===== config.mk =====
export PLATFORM = sky130hd
export DESIGN_NAME = game_controller
export DESIGN_NICKNAME = d
export VERILOG_FILES = /design/src/rtl/game_controller.sv
export SDC_FILE = /design/constraint.sdc
export NUM_CORES = 1
export LEC_CHECK = 0
export ABC_AREA = 1
export CAP_MARGIN = 20
export CELL_PAD_IN_SITES_DETAIL_PLACEMENT = 1
export CELL_PAD_IN_SITES_GLOBAL_PLACEMENT = 1
export CORE_ASPECT_RATIO = 0.6
export CORE_UTILIZATION = 44
export DETAILED_ROUTE_END_ITERATION = 10
export PLACE_DENSITY = 0.95
export SKIP_CTS_REPAIR_TIMING = 1
export SLEW_MARGIN = 20
export SYNTH_ARGS = -nofsm -noshare
export SYNTH_HDL_FRONTEND = slang
export SYNTH_SLANG_ARGS = --single-unit

===== constraint.sdc =====
create_clock -name clk -period 5.2 [get_ports clk]
set_input_delay 0.52 -clock clk [delete_from_list [all_inputs] [get_ports clk]]
set_output_delay 0.52 -clock clk [all_outputs]
set_load 0.01 [all_outputs]

===== src/rtl/game_controller.sv =====
// Whac-A-Mole game sequencer.
// The game FSM drives the external countdown timer and detects end of game
// from the timer outputs. It keeps the current score and the session high
// score. The timed phases (READY and OVER) are measured with an internal
// millisecond tick that counts clk cycles.
//
// Button handshake: start_btn and pause_btn are debounced, synchronized levels.
// A press is a rising edge, found by comparing each button with its value
// registered on the previous cycle, and it acts on the clock edge where it is
// seen. hit and miss are single-cycle pulses that are sampled on every edge
// while the game is in PLAY. No input is ever back-pressured.
module game_controller #(
  parameter int GAME_LENGTH_SECONDS = 20,
  parameter int CLKS_PER_MS         = 50000,
  parameter int GET_READY_MS        = 3000,
  parameter int GAMEOVER_HOLD_MS    = 5000,
  parameter int SCORE_MAX           = 999
) (
  input  logic                                   clk,
  input  logic                                   rst,
  input  logic                                   start_btn,
  input  logic                                   pause_btn,
  input  logic                                   hit,
  input  logic                                   miss,
  input  logic [$clog2(GAME_LENGTH_SECONDS)-1:0] timer_seconds,
  input  logic [9:0]                             timer_ms,
  output logic                                   timer_rst,
  output logic                                   timer_enable,
  output logic [2:0]                             state,
  output logic                                   game_active,
  output logic [9:0]                             score,
  output logic [9:0]                             high_score,
  output logic                                   new_high
);

  // Millisecond tick counter width (at least one bit, even for CLKS_PER_MS=1).
  localparam int MSW = (CLKS_PER_MS > 1) ? $clog2(CLKS_PER_MS) : 1;

  // The phase counter must hold the longer of the two timed phases.
  localparam int PMAX = (GET_READY_MS > GAMEOVER_HOLD_MS) ? GET_READY_MS : GAMEOVER_HOLD_MS;
  localparam int PW   = (PMAX > 1) ? $clog2(PMAX) : 1;

  localparam logic [MSW-1:0] MS_LAST    = MSW'(CLKS_PER_MS - 1);
  localparam logic [PW-1:0]  READY_LAST = PW'(GET_READY_MS - 1);
  localparam logic [PW-1:0]  OVER_LAST  = PW'(GAMEOVER_HOLD_MS - 1);
  localparam logic [9:0]     SMAX       = 10'(SCORE_MAX);

  typedef enum logic [2:0] {
    S_IDLE  = 3'd0,
    S_READY = 3'd1,
    S_PLAY  = 3'd2,
    S_PAUSE = 3'd3,
    S_OVER  = 3'd4
  } state_t;

  state_t         cur;
  state_t         nxt;
  logic           start_q;
  logic           pause_q;
  logic           start_rise;
  logic           pause_rise;
  logic           expired;
  logic           ms_run;
  logic           tick;
  logic           state_chg;
  logic [MSW-1:0] ms_cnt;
  logic [PW-1:0]  phase_cnt;

  assign start_rise = start_btn & ~start_q;
  assign pause_rise = pause_btn & ~pause_q;

  // The timer has run out when it reads 0 s and 999 ms.
  assign expired    = (timer_seconds == '0) && (timer_ms == 10'd999);

  assign ms_run     = (cur == S_READY) || (cur == S_OVER);
  assign tick       = ms_run && (ms_cnt == MS_LAST);
  assign state_chg  = (nxt != cur);

  // Register the button levels every cycle so that rising edges can be detected.
  always_ff @(posedge clk or negedge rst) begin
    if (!rst) begin
      start_q <= 1'b0;
      pause_q <= 1'b0;
    end else begin
      start_q <= start_btn;
      pause_q <= pause_btn;
    end
  end

  // Game state register.
  always_ff @(posedge clk or negedge rst) begin
    if (!rst) begin
      cur <= S_IDLE;
    end else begin
      cur <= nxt;
    end
  end

  // Next-state decode. The timer running out beats a pause press in PLAY, and
  // a start press beats the hold timeout in OVER.
  always_comb begin
    nxt = cur;
    case (cur)
      S_IDLE: begin
        if (start_rise) nxt = S_READY;
      end
      S_READY: begin
        if (tick && (phase_cnt == READY_LAST)) nxt = S_PLAY;
      end
      S_PLAY: begin
        if (expired)         nxt = S_OVER;
        else if (pause_rise) nxt = S_PAUSE;
      end
      S_PAUSE: begin
        if (pause_rise) nxt = S_PLAY;
      end
      S_OVER: begin
        if (start_rise)                                nxt = S_READY;
        else if (tick && (phase_cnt == OVER_LAST))     nxt = S_IDLE;
      end
      default: nxt = S_IDLE;
    endcase
  end

  // Millisecond prescaler. It runs only in the timed states and restarts from
  // zero whenever the state changes, so each phase begins with a full millisecond.
  always_ff @(posedge clk or negedge rst) begin
    if (!rst) begin
      ms_cnt <= '0;
    end else if (state_chg || !ms_run || tick) begin
      ms_cnt <= '0;
    end else begin
      ms_cnt <= ms_cnt + MSW'(1);
    end
  end

  // Count the milliseconds spent in the current timed phase.
  always_ff @(posedge clk or negedge rst) begin
    if (!rst) begin
      phase_cnt <= '0;
    end else if (state_chg || !ms_run) begin
      phase_cnt <= '0;
    end else if (tick) begin
      phase_cnt <= phase_cnt + PW'(1);
    end
  end

  // Score and high-score bookkeeping. The high score is compared on the edge
  // that enters OVER, while the score is frozen, so new_high is already valid
  // on the first OVER cycle.
  always_ff @(posedge clk or negedge rst) begin
    if (!rst) begin
      score      <= '0;
      high_score <= '0;
      new_high   <= 1'b0;
    end else begin
      if (((cur == S_IDLE) || (cur == S_OVER)) && start_rise) begin
        score    <= '0;
        new_high <= 1'b0;
      end else if (cur == S_PLAY) begin
        if (expired) begin
          if (score > high_score) begin
            high_score <= score;
            new_high   <= 1'b1;
          end
        end else if (hit && !miss) begin
          if (score < SMAX) score <= score + 10'd1;
        end else if (miss && !hit) begin
          if (score != 10'd0) score <= score - 10'd1;
        end
      end
    end
  end

  // Outputs are decoded directly from the state register.
  always_comb begin
    state        = cur;
    timer_rst    = 1'b0;
    timer_enable = 1'b0;
    game_active  = 1'b0;
    case (cur)
      S_IDLE, S_READY: timer_rst = 1'b1;
      S_PLAY: begin
        timer_enable = 1'b1;
        game_active  = 1'b1;
      end
      S_PAUSE, S_OVER: ;
      default: timer_rst = 1'b1;
    endcase
  end

endmodule


* Yosys cells after proc, flatten, opt, wreduce, memory -nomap -nowiden
Index checks and enable logic that the tools add are counted.
** Storage, ports and cells
- Flip-flop bits (word level) :: 55
- Input bits :: 21
- Word-level logic and storage cells :: 81
** Cells by class
- $add $sub $neg :: 4
- Magnitude comparators :: 2
- Equality and inequality tests :: 11
- Mux-type cells :: 24
- Bitwise gates (word level) :: 5
- Reduce and logical (&&, ||, !) cells :: 27
** Operators with widths (number)
- $mux W10 :: 7
- $mux W13 :: 2
- $mux W3 :: 7
- $add A16 B1 Y16 const B :: 1
- $eq A16 B16 Y1 const B :: 1
- $mux W16 :: 1
- $pmux W3 S5 :: 1
- $add A13 B1 Y13 const B :: 1
- $eq A13 B12 Y1 const B :: 1
- $eq A13 B13 Y1 const B :: 1
- $add A10 B1 Y10 const B :: 1
- $eq A10 B10 Y1 const B :: 1
- $gt A10 B10 Y1 :: 1
- $lt A10 B10 Y1 const B :: 1
- $reduce_bool A10 Y1 :: 1
- $sub A10 B1 Y10 const B :: 1
- $reduce_bool A2 Y1 :: 4
- $logic_and A1 B1 Y1 :: 7
- $eq A3 B2 Y1 const B :: 2
- $mux W1 :: 6
- $reduce_bool A3 Y1 :: 2
- $logic_not A5 Y1 :: 1
- $reduce_and A5 Y1 :: 1
- $logic_or A1 B1 Y1 :: 4
- 12 further kinds :: 17

* Longest topological paths before layout
- Depth in word-level cells :: 11
- Gate-level depth with buffers :: 14

* Worst setup path after synthesis
No wires, ideal clock.
- Path kind :: input -> register
- Start :: input hit
- End :: register score[7]
- Library setup time :: 0.117 ns
- Arrival time :: 2.213 ns
- Required time :: 5.083 ns
- Path slack :: 2.869 ns
- Cell stages on the path :: 13
- Buffers on the path :: 1
- Cell sequence :: inv_1 > or2_1 > clkbuf_1 > ha_1 > nand2_1 > nand2_1 > nand2_1 > nand2_1 > a21oi_1 > o21bai_1 > or2_2 > nand3_1 > nand2_1
** On the way
- Longest elaborated chain between the ends :: 5
- Elaborated cells on any way between the ends :: 11
- Classes of those cells :: 1 x eq/ne; 4 x mux; 6 x reduce/logical
** Ends and longest elaborated chain
- start, declared :: RTL line 23 : input logic hit,
- $logic_and A1 B1 Y1 :: RTL line 166 : end else if (hit && !miss) begin
- $mux W10 :: RTL line 166
- $mux W10 :: RTL line 161 : if (expired) begin
- $mux W10 :: RTL line 160 : end else if (cur == S_PLAY) begin
- $mux W10 :: RTL line 157 : if (((cur == S_IDLE) || (cur == S_OVER)) && start_rise) begin
- end signal, assigned :: RTL line 167 : if (score < SMAX) score <= score + 10'd1;
- end signal, assigned :: RTL line 169 : if (score != 10'd0) score <= score - 10'd1;
- end, declared :: RTL line 31 : output logic [9:0] score,
Several ways; a longest one is shown, not always the timed one. The select of a mux whose other input is x is not followed.
A chain may end at the register's enable or synchronous reset.

* Final worst setup path
Ends and elaborated chain as after synthesis.

==> results summary <==
The static leakage power is 1.92 nW. The cell type with the largest total area after synthesis is sky130_fd_sc_hd__dfrtp_1. In this run the worst path has a maximum fanout of 12. After synthesis, the most frequently instantiated cells are sky130_fd_sc_hd__nand2_1 (98), sky130_fd_sc_hd__nor2_1 (70), sky130_fd_sc_hd__inv_1 (60), sky130_fd_sc_hd__dfrtp_1 (55), sky130_fd_sc_hd__nand3_1 (30). The tightest hold path in the finished design has a slack of 0.352 ns.

On the final layout, the worst clock skew is 0.00672 ns. The number of standard cells after synthesis came out at 456. The clock sink count is 55.

The I/O pin count came out at 48. The number of nets with antenna violations after routing is 0. Summing all multi-input logic gate instances after layout gives 0.00184 sq mm.

After clock tree synthesis, the clock-pin slew on the worst setup and hold paths is 0.07 ns. The peak clock frequency supported by timing came out at 0.370 GHz. The number of enable flip-flop cells after synthesis is 0. The CTS buffer count came out at 5.

Using the TritonRoute via totals, the vias-per-cell ratio works out to 5.32. The tool flagged a number of max-cap violations equal to 0. Setup repair after global routing left no endpoint under its margin. The clock reaches the later pin of the worst-skew pair after 0.30 ns. Sorting the synthesized cells by area gives the leading types as sky130_fd_sc_hd__dfrtp_1 (39%), sky130_fd_sc_hd__nand2_1 (10%), sky130_fd_sc_hd__nor2_1 (7.5%), sky130_fd_sc_hd__ha_1 (7.1%), sky130_fd_sc_hd__inv_1 (6.4%). TritonCTS built the clock tree. The clock period minus final worst setup slack is 2.70 ns.

The type of the most critical hold path is input port to asynchronous set/reset pin. The final layout contains 544 nets. Wires add up to 10400 um.

The max-slew violation total from the final report came out at 0. Once detailed placement completed, the half-perimeter wirelength came to 7910 um. The sequential-to-total area share from yosys stat is 39.0%.

The initial antenna violation count is 0. The share of final-layout standard cells stronger than drive strength 1 came out at 6.16%. The initialized floorplan defines 24 standard-cell rows. The post-layout utilization of the core came out at 56.4%. The area of the core came out at 0.00751 sq mm. By instance count, the cell type seen most on the critical path is sky130_fd_sc_hd__nand2_1. Averaged over all synthesized cells, the footprint is 7.73 sq um. The detailed-routing iteration count for the pre-antenna-repair pass is 4. The total design power came out at 1.68 mW. The tree is rooted in a sky130_fd_sc_hd__clkbuf_16. The area growth from synthesis to layout is 20.1%. The violation count after the first detailed-route iteration is 164.

The count of endpoints failing hold in the final timing report came out at 0. The area share of the largest cell type after synthesis came out at 39.0%. The proportion of synthesized flip-flops having asynchronous set or reset is 100%. The critical path's largest stage delay came out at 0.45 ns. The measured slew at the worst slew-check pin is 0.733 ns.

The die is 71.3 um tall. The sort of element at the start of the critical path is an input port. The number of setup violations in the final report came out at 0. The remaining routing DRC violations came out at 0.

The wire length of the first global-routing pass came out at 17300 um. For this block, the via count after detailed routing is 3229. The total overflow reported by the global router came out at 0. The worst path required time came out at 5.39 ns.

The overall die width is 118 um. The count of input and output buffers is 47. The most used flip-flop cell after synthesis is sky130_fd_sc_hd__dfrtp_1. The via count of the first global-routing pass is 3359. The run finished with clean final reports. The power per cell area came out at 398 mW/mm^2. The synthesized netlist net count came out at 498. Traced cell by cell, the critical path runs through clkdlybuf4s50_1 -> inv_1 -> or2_1 -> ha_1 -> nand2_1 -> inv_1 -> nand2_1 -> nand2_1 -> a21oi_1 -> o21bai_1 -> or2_2 -> nand3_1 -> nand2_1.

The number of H-tree branching levels came out at 2. The synthesized design contains 55 register bits. The critical path is of the input port to flop type. The antenna diode instance count is 0.

The dominant cell by count in the synthesized netlist is sky130_fd_sc_hd__nand2_1. After layout, the worst path uses 52.0% of the clock period. The worst vdd rail ir drop is 0.165 mV. The number of fill cells in the layout came out at 946.

Dividing the detail-routed wire length by the instance count gives 17.1 um. The combined global-route utilization of all metal layers is 26.5%. The cell area after technology mapping is 0.00352 sq mm.

The count of synthesis-stage warnings from yosys came out at 0. The longest clock path from root to sink contains 2 buffers. The worst slew slack as a fraction of its limit came out at 51.1%. The unique cell type count in the Yosys netlist is 37. Data arrives at the worst endpoint at 2.89 ns.

Entering global routing, the biggest net connects 56 pins. Across the whole layout, storage elements account for 0.00138 sq mm. The summed negative setup slack over all endpoints is 0 ns.

For this design, the slowest cell found on the critical path is sky130_fd_sc_hd__clkdlybuf4s50_1. The full die area came out at 0.00838 sq mm. The global placement routability congestion came out at 0.865. The worst setup path is captured at a flop. The initial core utilization came out at 46.9%.
metal layers:
metal	track usage, %	vias up	wire (um)
met3	4.62	11	690
met1	36.4	1577	4860
met4	7.83	0	94
met2	43.3	90	4760
li1	-	1551	-
met5	0	-	0
per-stage QoR:
stage / instance area (sq um) / setup WS (ns) / cells
CTS: 4230 / 2.51 / 607
floorplan: 3520 / 2.87 / 456
global placement: 4060 / 2.36 / 599
global route: 4230 / 2.35 / 607
detailed placement: 4060 / 2.20 / 599
finish: 4230 / 2.50 / 607
area by class of cell:
type / count / area share (%)
sequential: 55 / 32.5
tap: 104 / 3.07
clock inverter: 2 / 0.828
timing repair buffer: 48 / 11.2
inverter: 63 / 5.59
clock buffer: 6 / 3.28
multi-input combinational: 329 / 43.5
registers in the layout, indices dropped and copies added (netlist names):
register and cells:
phase_cnt 13, pause_q 1, score 10, ms_cnt 16, state 3, high_score 10
new_high 1, start_q 1
where the power goes:
part | switching [mW] | leakage (nW) | internal, mW | total (mW)
Sequential | 0.0771 | 0.755 | 0.469 | 0.547
Clock | 0.158 | 0.0868 | 0.240 | 0.398
Combinational | 0.452 | 1.08 | 0.287 | 0.739
Total | 0.688 | 1.92 | 0.996 | 1.68
cells by family (layout without fill, tap and decap cells):
| family | Yosys count | count (layout) | synth area share [%] |
|---|---|---|---|
| DFF | 55 | 55 | 39.0 |
| and+or+nand+nor | 239 | 239 | 31.3 |
| AOI/OAI and AO/OA | 44 | 44 | 7.06 |
| buffers and inverters | 72 | 119 | 8.66 |
| xor gates and xnor gates | 25 | 25 | 6.21 |
| adders and majority gates | 21 | 21 | 7.67 |
path summary, 6_finish.rpt:
check	from	to	slack, ns	cells past startpoint
max	hit	score[7]	2.50	13
min	rst	phase_cnt[9]	0.35	2
min reg2reg	ms_cnt[0]	ms_cnt[0]	0.46	1
max reg2reg	score[9]	high_score[0]	2.78	7
min in group clk	ms_cnt[0]	ms_cnt[0]	0.46	1
max in group asynchronous	rst	high_score[7]	4.35	2
placed cells by master (no fill, tap or decap), types with 2 or more instances in the layout:
cell,netlist,routed
sky130_fd_sc_hd__a21oi_1,11,11
sky130_fd_sc_hd__clkbuf_16,0,5
sky130_fd_sc_hd__clkdlybuf4s50_1,0,46
sky130_fd_sc_hd__dfrtp_1,55,55
sky130_fd_sc_hd__ha_1,20,20
sky130_fd_sc_hd__inv_1,60,60
sky130_fd_sc_hd__inv_2,3,3
sky130_fd_sc_hd__nand2_1,98,98
sky130_fd_sc_hd__nand2_4,2,2
sky130_fd_sc_hd__nand3_1,30,30
sky130_fd_sc_hd__nand3_2,4,4
sky130_fd_sc_hd__nand3_4,2,2
sky130_fd_sc_hd__nand3b_1,2,2
sky130_fd_sc_hd__nand4_1,13,13
sky130_fd_sc_hd__nor2_1,70,70
sky130_fd_sc_hd__nor2_2,3,3
sky130_fd_sc_hd__nor2_4,2,2
sky130_fd_sc_hd__nor3_1,7,7
sky130_fd_sc_hd__o211ai_1,2,2
sky130_fd_sc_hd__o21a_1,2,2
sky130_fd_sc_hd__o21ai_0,22,22
sky130_fd_sc_hd__o21bai_1,3,3
sky130_fd_sc_hd__or2_2,2,2
sky130_fd_sc_hd__xnor2_1,8,8
sky130_fd_sc_hd__xor2_1,17,17
worst max-delay path, delay by kind of cell:
kind                     cells  cell delay [ns]
AND/OR/NAND/NOR              7             1.08
AO/OA/AOI/OAI                2             0.31
adder cells (fa/ha/maj)      1             0.44
buffers and inverters        3             0.55
Power figures use the tool's default switching activity.
